===== config.mk =====
export PLATFORM = sky130hd
export DESIGN_NAME = pointer_click_mapper_flat
export DESIGN_NICKNAME = d
export VERILOG_FILES = /design/src/rtl/battleship_pkg.sv /design/src/rtl/pointer_click_mapper_if.sv /design/src/rtl/button_debounce.sv /design/src/rtl/pointer_click_mapper.sv /design/src/flat_wrapper.sv
export SDC_FILE = /design/constraint.sdc
export NUM_CORES = 1
export LEC_CHECK = 0
export ABC_AREA = 1
export BUFFER_PORTS_ARGS = -buffer_cell sky130_fd_sc_hd__buf_2
export CORE_UTILIZATION = 50
export CTS_BUF_LIST = sky130_fd_sc_hd__clkbuf_2
export DETAILED_ROUTE_END_ITERATION = 10
export MAX_ROUTING_LAYER = met4
export PLACE_DENSITY = 0.81
export SETUP_SLACK_MARGIN = 0.5
export SYNTH_ARGS = -nofsm -noshare
export SYNTH_HDL_FRONTEND = slang
export SYNTH_SLANG_ARGS = --single-unit

===== constraint.sdc =====
create_clock -name clk_in -period 6.3 [get_ports clk_in]
set_input_delay 1.26 -clock clk_in [delete_from_list [all_inputs] [get_ports clk_in]]
set_output_delay 1.26 -clock clk_in [all_outputs]
set_load 0.01 [all_outputs]

===== src/rtl/battleship_pkg.sv =====
// Shared grid geometry, debounce default and click FSM encoding
// for the pointer-to-cell mapping front end.
package battleship_pkg;

  localparam int GRID_N     = 10;
  localparam int CELL_SHIFT = 5;

  localparam logic [9:0] GRID_X0_DEF = 10'd64;
  localparam logic [9:0] GRID_Y0_DEF = 10'd64;

  localparam logic [15:0] DEBOUNCE_DEF = 16'd50000;

  typedef enum logic {
    IDLE    = 1'b0,
    PENDING = 1'b1
  } evt_state_e;

  // row*10+col built from shifts so no multiplier is inferred
  function automatic logic [6:0] cell_idx(
    input logic [3:0] row,
    input logic [3:0] col
  );
    logic [6:0] r7;
    r7 = {3'b000, row};
    return (r7 << 3) + (r7 << 1) + {3'b000, col};
  endfunction

endpackage


===== src/rtl/pointer_click_mapper_if.sv =====
// Pointer/button inputs and cell/click outputs between the mouse
// front end and the downstream grid engine.
interface pointer_click_mapper_if;

  logic [9:0] mouse_pos_x;
  logic [9:0] mouse_pos_y;
  logic [1:0] mouse_click;
  logic       click_ready;

  logic [3:0] cell_col;
  logic [3:0] cell_row;
  logic [6:0] cell_index;
  logic       in_grid;
  logic       click_valid;
  logic [6:0] click_cell;
  logic       orientation;

  modport master (
    output mouse_pos_x,
    output mouse_pos_y,
    output mouse_click,
    output click_ready,
    input  cell_col,
    input  cell_row,
    input  cell_index,
    input  in_grid,
    input  click_valid,
    input  click_cell,
    input  orientation
  );

  modport slave (
    input  mouse_pos_x,
    input  mouse_pos_y,
    input  mouse_click,
    input  click_ready,
    output cell_col,
    output cell_row,
    output cell_index,
    output in_grid,
    output click_valid,
    output click_cell,
    output orientation
  );

endinterface


===== src/rtl/button_debounce.sv =====
// One raw button: 2-flop synchronizer, stable-level debouncer and
// a one-cycle pulse on each accepted rising level.
module button_debounce
  import battleship_pkg::*;
#(
  parameter logic [15:0] DEBOUNCE_CYCLES = DEBOUNCE_DEF
) (
  input  logic clk_in,
  input  logic rst_n_in,
  input  logic btn_in,
  output logic rise_o
);

  logic        sync1_q, sync1_d;
  logic        sync2_q, sync2_d;
  logic [15:0] cnt_q, cnt_d;
  logic        level_q, level_d;
  logic        rise_q, rise_d;

  always_comb begin
    sync1_d = btn_in;
    sync2_d = sync1_q;
    cnt_d   = cnt_q;
    level_d = level_q;
    // a 1-bit level can only differ one way, so agreeing resets the count
    if (sync2_q == level_q) begin
      cnt_d = '0;
    end else if (cnt_q == DEBOUNCE_CYCLES - 16'd1) begin
      level_d = sync2_q;
      cnt_d   = '0;
    end else begin
      cnt_d = cnt_q + 16'd1;
    end
    rise_d = level_d & ~level_q;
  end

  always_ff @(posedge clk_in) begin
    if (!rst_n_in) begin
      sync1_q <= 1'b0;
      sync2_q <= 1'b0;
      cnt_q   <= '0;
      level_q <= 1'b0;
      rise_q  <= 1'b0;
    end else begin
      sync1_q <= sync1_d;
      sync2_q <= sync2_d;
      cnt_q   <= cnt_d;
      level_q <= level_d;
      rise_q  <= rise_d;
    end
  end

  assign rise_o = rise_q;

endmodule


===== src/rtl/pointer_click_mapper.sv =====
// Maps pointer pixels to grid cells, turns debounced left clicks into
// a valid/ready cell event and right clicks into orientation toggles.
module pointer_click_mapper #(
  parameter logic [9:0]  GRID_X0         = battleship_pkg::GRID_X0_DEF,
  parameter logic [9:0]  GRID_Y0         = battleship_pkg::GRID_Y0_DEF,
  parameter int          CELL_SHIFT      = battleship_pkg::CELL_SHIFT,
  parameter int          GRID_N          = battleship_pkg::GRID_N,
  parameter logic [15:0] DEBOUNCE_CYCLES = battleship_pkg::DEBOUNCE_DEF
) (
  input  logic                  clk_in,
  input  logic                  rst_n_in,
  pointer_click_mapper_if.slave bus
);

  import battleship_pkg::*;

  localparam logic [10:0] SPAN  = 11'(GRID_N) << CELL_SHIFT;
  localparam logic [10:0] X_END = {1'b0, GRID_X0} + SPAN;
  localparam logic [10:0] Y_END = {1'b0, GRID_Y0} + SPAN;

  logic [9:0] dx, dy;
  logic       in_x, in_y;

  logic [3:0] cell_col_q, cell_col_d;
  logic [3:0] cell_row_q, cell_row_d;
  logic [6:0] cell_index_q, cell_index_d;
  logic       in_grid_q, in_grid_d;

  logic left_rise, right_rise;

  evt_state_e state_q;
  logic [6:0] click_cell_q;
  logic       orientation_q;

  always_comb begin
    dx = bus.mouse_pos_x - GRID_X0;
    dy = bus.mouse_pos_y - GRID_Y0;
    in_x = (bus.mouse_pos_x >= GRID_X0) &&
           ({1'b0, bus.mouse_pos_x} < X_END);
    in_y = (bus.mouse_pos_y >= GRID_Y0) &&
           ({1'b0, bus.mouse_pos_y} < Y_END);
    in_grid_d    = in_x & in_y;
    cell_col_d   = '0;
    cell_row_d   = '0;
    cell_index_d = '0;
    if (in_grid_d) begin
      cell_col_d   = 4'(dx >> CELL_SHIFT);
      cell_row_d   = 4'(dy >> CELL_SHIFT);
      cell_index_d = cell_idx(cell_row_d, cell_col_d);
    end
  end

  always_ff @(posedge clk_in) begin
    if (!rst_n_in) begin
      cell_col_q   <= '0;
      cell_row_q   <= '0;
      cell_index_q <= '0;
      in_grid_q    <= 1'b0;
    end else begin
      cell_col_q   <= cell_col_d;
      cell_row_q   <= cell_row_d;
      cell_index_q <= cell_index_d;
      in_grid_q    <= in_grid_d;
    end
  end

  button_debounce #(
    .DEBOUNCE_CYCLES(DEBOUNCE_CYCLES)
  ) u_left (
    .clk_in  (clk_in),
    .rst_n_in(rst_n_in),
    .btn_in  (bus.mouse_click[0]),
    .rise_o  (left_rise)
  );

  button_debounce #(
    .DEBOUNCE_CYCLES(DEBOUNCE_CYCLES)
  ) u_right (
    .clk_in  (clk_in),
    .rst_n_in(rst_n_in),
    .btn_in  (bus.mouse_click[1]),
    .rise_o  (right_rise)
  );

  // the in_grid/index seen here are the registered values on the outputs
  always_ff @(posedge clk_in) begin
    if (!rst_n_in) begin
      state_q       <= IDLE;
      click_cell_q  <= '0;
      orientation_q <= 1'b0;
    end else begin
      if (right_rise) begin
        orientation_q <= ~orientation_q;
      end
      unique case (state_q)
        IDLE: begin
          if (left_rise && in_grid_q) begin
            state_q      <= PENDING;
            click_cell_q <= cell_index_q;
          end
        end
        PENDING: begin
          if (bus.click_ready) begin
            state_q <= IDLE;
          end
        end
      endcase
    end
  end

  assign bus.cell_col    = cell_col_q;
  assign bus.cell_row    = cell_row_q;
  assign bus.cell_index  = cell_index_q;
  assign bus.in_grid     = in_grid_q;
  assign bus.click_valid = (state_q == PENDING);
  assign bus.click_cell  = click_cell_q;
  assign bus.orientation = orientation_q;

endmodule


===== src/flat_wrapper.sv =====
// flat-port wrapper written by rule: the top's interface ports become plain ports
module pointer_click_mapper_flat import battleship_pkg::*;
#(
  parameter logic [9:0]  GRID_X0         = battleship_pkg::GRID_X0_DEF,
  parameter logic [9:0]  GRID_Y0         = battleship_pkg::GRID_Y0_DEF,
  parameter int          CELL_SHIFT      = battleship_pkg::CELL_SHIFT,
  parameter int          GRID_N          = battleship_pkg::GRID_N,
  parameter logic [15:0] DEBOUNCE_CYCLES = battleship_pkg::DEBOUNCE_DEF
)
  (clk_in, rst_n_in, bus_mouse_pos_x, bus_mouse_pos_y, bus_mouse_click, bus_click_ready, bus_cell_col, bus_cell_row, bus_cell_index, bus_in_grid, bus_click_valid, bus_click_cell, bus_orientation);
  pointer_click_mapper_if bus_i ();
  input  logic clk_in;
  input  logic rst_n_in;
  input wire logic [$bits(bus_i.mouse_pos_x)-1:0] bus_mouse_pos_x;
  input wire logic [$bits(bus_i.mouse_pos_y)-1:0] bus_mouse_pos_y;
  input wire logic [$bits(bus_i.mouse_click)-1:0] bus_mouse_click;
  input wire logic [$bits(bus_i.click_ready)-1:0] bus_click_ready;
  output wire logic [$bits(bus_i.cell_col)-1:0] bus_cell_col;
  output wire logic [$bits(bus_i.cell_row)-1:0] bus_cell_row;
  output wire logic [$bits(bus_i.cell_index)-1:0] bus_cell_index;
  output wire logic [$bits(bus_i.in_grid)-1:0] bus_in_grid;
  output wire logic [$bits(bus_i.click_valid)-1:0] bus_click_valid;
  output wire logic [$bits(bus_i.click_cell)-1:0] bus_click_cell;
  output wire logic [$bits(bus_i.orientation)-1:0] bus_orientation;
  assign bus_i.mouse_pos_x = bus_mouse_pos_x;
  assign bus_i.mouse_pos_y = bus_mouse_pos_y;
  assign bus_i.mouse_click = bus_mouse_click;
  assign bus_i.click_ready = bus_click_ready;
  assign bus_cell_col = bus_i.cell_col;
  assign bus_cell_row = bus_i.cell_row;
  assign bus_cell_index = bus_i.cell_index;
  assign bus_in_grid = bus_i.in_grid;
  assign bus_click_valid = bus_i.click_valid;
  assign bus_click_cell = bus_i.click_cell;
  assign bus_orientation = bus_i.orientation;
  pointer_click_mapper #(.GRID_X0(GRID_X0), .GRID_Y0(GRID_Y0), .CELL_SHIFT(CELL_SHIFT), .GRID_N(GRID_N), .DEBOUNCE_CYCLES(DEBOUNCE_CYCLES)) u_core (.clk_in(clk_in), .rst_n_in(rst_n_in), .bus(bus_i));
endmodule

# Yosys cells after proc, flatten, opt, wreduce, memory -nomap -nowiden
# Cells that the tools add are included.
# W data, S select, Z words.
# classes
add_sub_neg	6
multipliers	0
n_div	0
magnitude_cmp	4
eq_ne	4
n_shift	0
mux	7
n_bitwise	8
n_reduce_logical	7
# op_table
op	n
$add A16 B1 Y16 const B	2
$eq A16 B16 Y1 const B	2
$ge A10 B7 Y1 const B	2
$lt A10 B9 Y1 const B	2
$sub A9 B7 Y9 const B	2
$add A7 B4 Y7	1
$add A7 B5 Y7	1
$mux W1	6
$reduce_or A3 Y1	2
$not A1 Y1	5
$reduce_and A2 Y1	2
$and A1 B1 Y1	3
$logic_and A1 B1 Y1	3
$eq A1 B1 Y1	2
$pmux W1 S2	1
# totals
reg_bits	65
latch_bits	0
mem_bits_rw	0
rom_bits	0
inputBits	25
output_inout_bits	25
n_memories	0

# Logic depth before layout (Yosys ltp)
# depth
depth_word	4
depth_mapped	16
depth_no_buf	16

# By module
# A second synthesis with hierarchy kept.
# unflattened
hier_cells	438
area_unflattened_um2	3173.0
# by_module_without_submodules
mod	instances	cells_per_inst	area_each_um2	seq_area_each_um2
button_debounce	2	142	1013.5	400.4
pointer_click_mapper	1	154	1146.1	480.5

# Least setup slack after synthesis
# No wires, ideal clock.
# synth_timing
path_type	input to register
startpoint	in bus_mouse_pos_x[6]
endpoint	reg u_core.cell_index_q[6], in the netlist u_core.bus.cell_index[6]
setup_time_ps	116
t_arrival_ps	3021
slack_ps	3163
stages	16
n_path_buf	0
cell_sequence	inv_1 ha_1 inv_1 nor2_1 inv_1 nand2_1 fa_1 fa_1 nand2_1 nand2_1 nand2_1 nand2_1 nand2_1 nand2_1 inv_1 nor2_1
# synth_lines
item	line	rtl
start: declaration	flat_wrapper.sv:14	input wire logic [$bits(bus_i.mouse_pos_x)-1:0] bus_mouse_pos_x;
$sub A9 B7 Y9	pointer_click_mapper.sv:36	dx = bus.mouse_pos_x - GRID_X0;
net u_core.dx[8]	pointer_click_mapper.sv:21	logic [9:0] dx, dy;
$add A7 B4 Y7	battleship_pkg.sv:25	return (r7 << 3) + (r7 << 1) + {3'b000, col};
end signal: assignment	pointer_click_mapper.sv:62	cell_index_q <= cell_index_d;
end: declaration	pointer_click_mapper.sv:26	logic [6:0] cell_index_q, cell_index_d;
# The timed path passes the listed nets, and every way through them passes these cells.
# A chain may end at the register's enable or synchronous reset.

# Final worst setup path
# Ends and elaborated chain as after synthesis.

==> summary.txt <==
Post-Place Worst Slack: 2.841 ns
Largest net degree at the start of global routing: 18
GRT overflow: 0
Vias in the first global route: 2,677
Initial Utilization: 0.5168
Drt pass-1 iters: 4
Clock Power Share: 0.338
Via count: 2,780
WL final: 6.368 mm
Post-DP HPWL: 4.810 mm
Global-route wire length before repair: 10.95 mm
Placer's final routability congestion estimate: 0.9079
F_max: 0.3365 GHz
Register area share after synthesis: 0.4212
Final Hold Violating Endpoints: 0
Vias/cell: 4.912
Mapped Nets: 470
Unrepaired setup endpoints after global routing: no
Clk_lat worst skew: 0.48 ns
Total CTS buffers: 9
Setup Viol. Count Final: 0
Antenna fix cells: 0
Final period util: 0.4717
Most common cell after layout, fill and taps aside: nand2_1
EDFF count, synth: 0
Bufs on Longest Clock Path: 2
Clock transition at the registers of the reported paths: 0.18 ns
Worst setup slack after layout: 3.329 ns
CTS Sinks: 64
DRT iter0 DRCs: 103
Multi-input logic area: 0.001486 sq mm
Chip height: 80.00 microns
CTS H-tree depth: 3
Combinational share of power: 0.086
Leakage: 1.526 nW
Worst vdd ir: 0.0001697 V
Gr usage total: 0.2266
Number of synthesized register bits: 64
Switching Share: 0.2636
WHS: 0.4307 ns
Fin. max-slew vios: 0
Sw power: 188.2 uW
CP required: 6.67 ns
I/O pin count: 50
Syn Inst Count: 431
Min Clock Period, post-route: 2.971 ns
Syn Std Cell Area: 0.003042 sq mm
TritonCTS clock tree: done
Chip Width: 80.00 microns
Fraction of layout cells with a size suffix above 1: 0.1609
Crit start category: input pin
Critical Path Max Stage Delay: 0.48 ns
Final ANT Viol Nets: 0
Avg Inst Size Synth: 7.057 sq um
Number of remaining DRC errors: 0
FF/Latch Area: 0.001281 sq mm
Finished Core Util: 0.5867
Number of antenna violations at the first check in global routing: 0
Cell Rows: 28
Final Non-Filler Cells: 566
Fin area: 0.003453 sq mm
Max-cap violations: 0
Actual slew at the worst max-slew pin: 0.5710 ns
Fin nets: 525
Worst Skew: 0.02075 ns
Crit-path max FO: 3
Fill cell count: 540
Most frequent cells in the layout: nand2_1 (98), nor2_1 (87), dfxtp_1 (64)
Register share of total power: 0.576
Distinct cells, synth: 24
Slew HR: 0.6184
R2R cell count: 6
Area grow syn2layout: 13.53%
YS warnings: 0
Setup TNS: 0 ns
Crit path cell chain: buf_2 > inv_1 > ha_1 > inv_1 > nor2_1 > inv_1 > nand2_1 > fa_1 > fa_1 > nand2_1 > nand2_1 > nand2_1 > nand2_1 > nand2_1 > nand2_1 > inv_1 > nor2_1
Cell Count Post-Placement: 550
Core area: 0.005886 sq mm
Clk root buf: clkbuf_2
Placed Area: 0.003343 sq mm
Share of flip-flops with an asynchronous set or reset: 0
Status: complete, no violations
CTS Hold Bufs: 0
WHS Path Cells: 2
Critical Path Sink Type: register
Power per standard cell area: 206.8 mW/mm^2
Most common cell on crit path: nand2_1
Wire length per cell: 11.25 microns
Total power: 714.0 uW
Primary FF master, synth: dfxtp_1
Postcts setup bufs: 0
Arrival @ worst endpoint: 3.34 ns
Port-buffer cells: 49
Die Area: 0.006399 sq mm
Setup Crit Path Kind: in2reg
Worst min path class: reg2reg
Critical path's slowest cell: fa_1
Post-CTS sizing: 0
Int Power: 525.7 uW
critical path: cells and delay by family:
family,cells,cell delay [ns]
buffers and inverters,5,0.33
adders and majority gates,3,1.09
and+or+nand+nor,9,0.64
synthesized netlist by cell type (all sizes together), types with 3 or more instances:
cell / count / area share
xor2: 11 / 0.032
inv: 63 / 0.078
nor3: 3 / 0.0066
dfxtp: 64 / 0.42
xnor2: 4 / 0.012
buf: 4 / 0.011
o21ai: 12 / 0.020
nand3: 24 / 0.041
nand4: 11 / 0.023
nand2: 99 / 0.12
a21oi: 20 / 0.033
ha: 12 / 0.049
nor2: 97 / 0.13
flip-flops by register name, indices dropped and copies added, names as in the netlist:
register / flops
u_core.u_left.cnt_q: 16
u_core.u_right.cnt_q: 16
u_core.bus.cell_index: 7
u_core.bus.click_cell: 7
u_core.bus.cell_row: 4
u_core.bus.cell_col: 3
u_core.bus.click_valid: 1
u_core.bus.in_grid: 1
u_core.bus.orientation: 1
u_core.u_left.level_q: 1
u_core.u_left.rise_o: 1
u_core.u_left.sync1_q: 1
u_core.u_left.sync2_q: 1
u_core.u_right.level_q: 1
u_core.u_right.rise_o: 1
u_core.u_right.sync1_q: 1
u_core.u_right.sync2_q: 1
cell type report:
| class | instances | share of cell area |
|---|---|---|
| repair buffers | 49 | 0.07101 |
| multi-input cells | 299 | 0.4304 |
| flip-flops and latches | 64 | 0.3710 |
| clock inverters | 6 | 0.01739 |
| well taps | 75 | 0.02717 |
| clock buffers | 10 | 0.01449 |
| inverters | 63 | 0.06848 |
final timing paths:
path,slack (ns),to,start
max,3.33,u_core.bus.cell_index[6]$_SDFF_PN0_,bus_mouse_pos_x[6]
min reg2reg,0.43,u_core.u_right.sync2_q$_SDFF_PN0_,u_core.u_right.sync1_q$_SDFF_PN0_
max reg2reg,4.67,u_core.u_left.cnt_q[8]$_SDFF_PP0_,u_core.u_left.cnt_q[0]$_SDFF_PP0_
min,0.43,u_core.u_right.sync2_q$_SDFF_PN0_,u_core.u_right.sync1_q$_SDFF_PN0_
metal layers:
| metal | global-route usage | up-vias | routed length [microns] |
|---|---|---|---|
| li1 | - | 1442 | - |
| met1 | 0.2488 | 1250 | 2794 |
| met4 | 0.1143 | 0 | 173 |
| met3 | 0.04343 | 17 | 295 |
| met2 | 0.3906 | 71 | 3104 |
| met5 | - | - | 0 |
power by group through the flow:
stage	Clock (mW)	Sequential (mW)	Combinational, mW
2_1_floorplan	0	0.420	0.0403
3_3_place_gp	0	0.419	0.0580
3_5_place_dp	0	0.419	0.0620
4_1_cts	0.247	0.411	0.0623
5_1_grt	0.260	0.412	0.0699
6_report	0.241	0.411	0.0617
cell families (layout without fill, tap and decap cells):
logic type | count (synthesis) | count (layout) | synth area share
simple gates | 238 | 238 | 0.3303
fa+ha+maj | 14 | 14 | 0.06252
flops | 64 | 64 | 0.4212
compound gates | 32 | 32 | 0.05266
xor+xnor | 15 | 15 | 0.04319
buf+inv | 68 | 128 | 0.09008
Power figures use the tool's default switching activity.
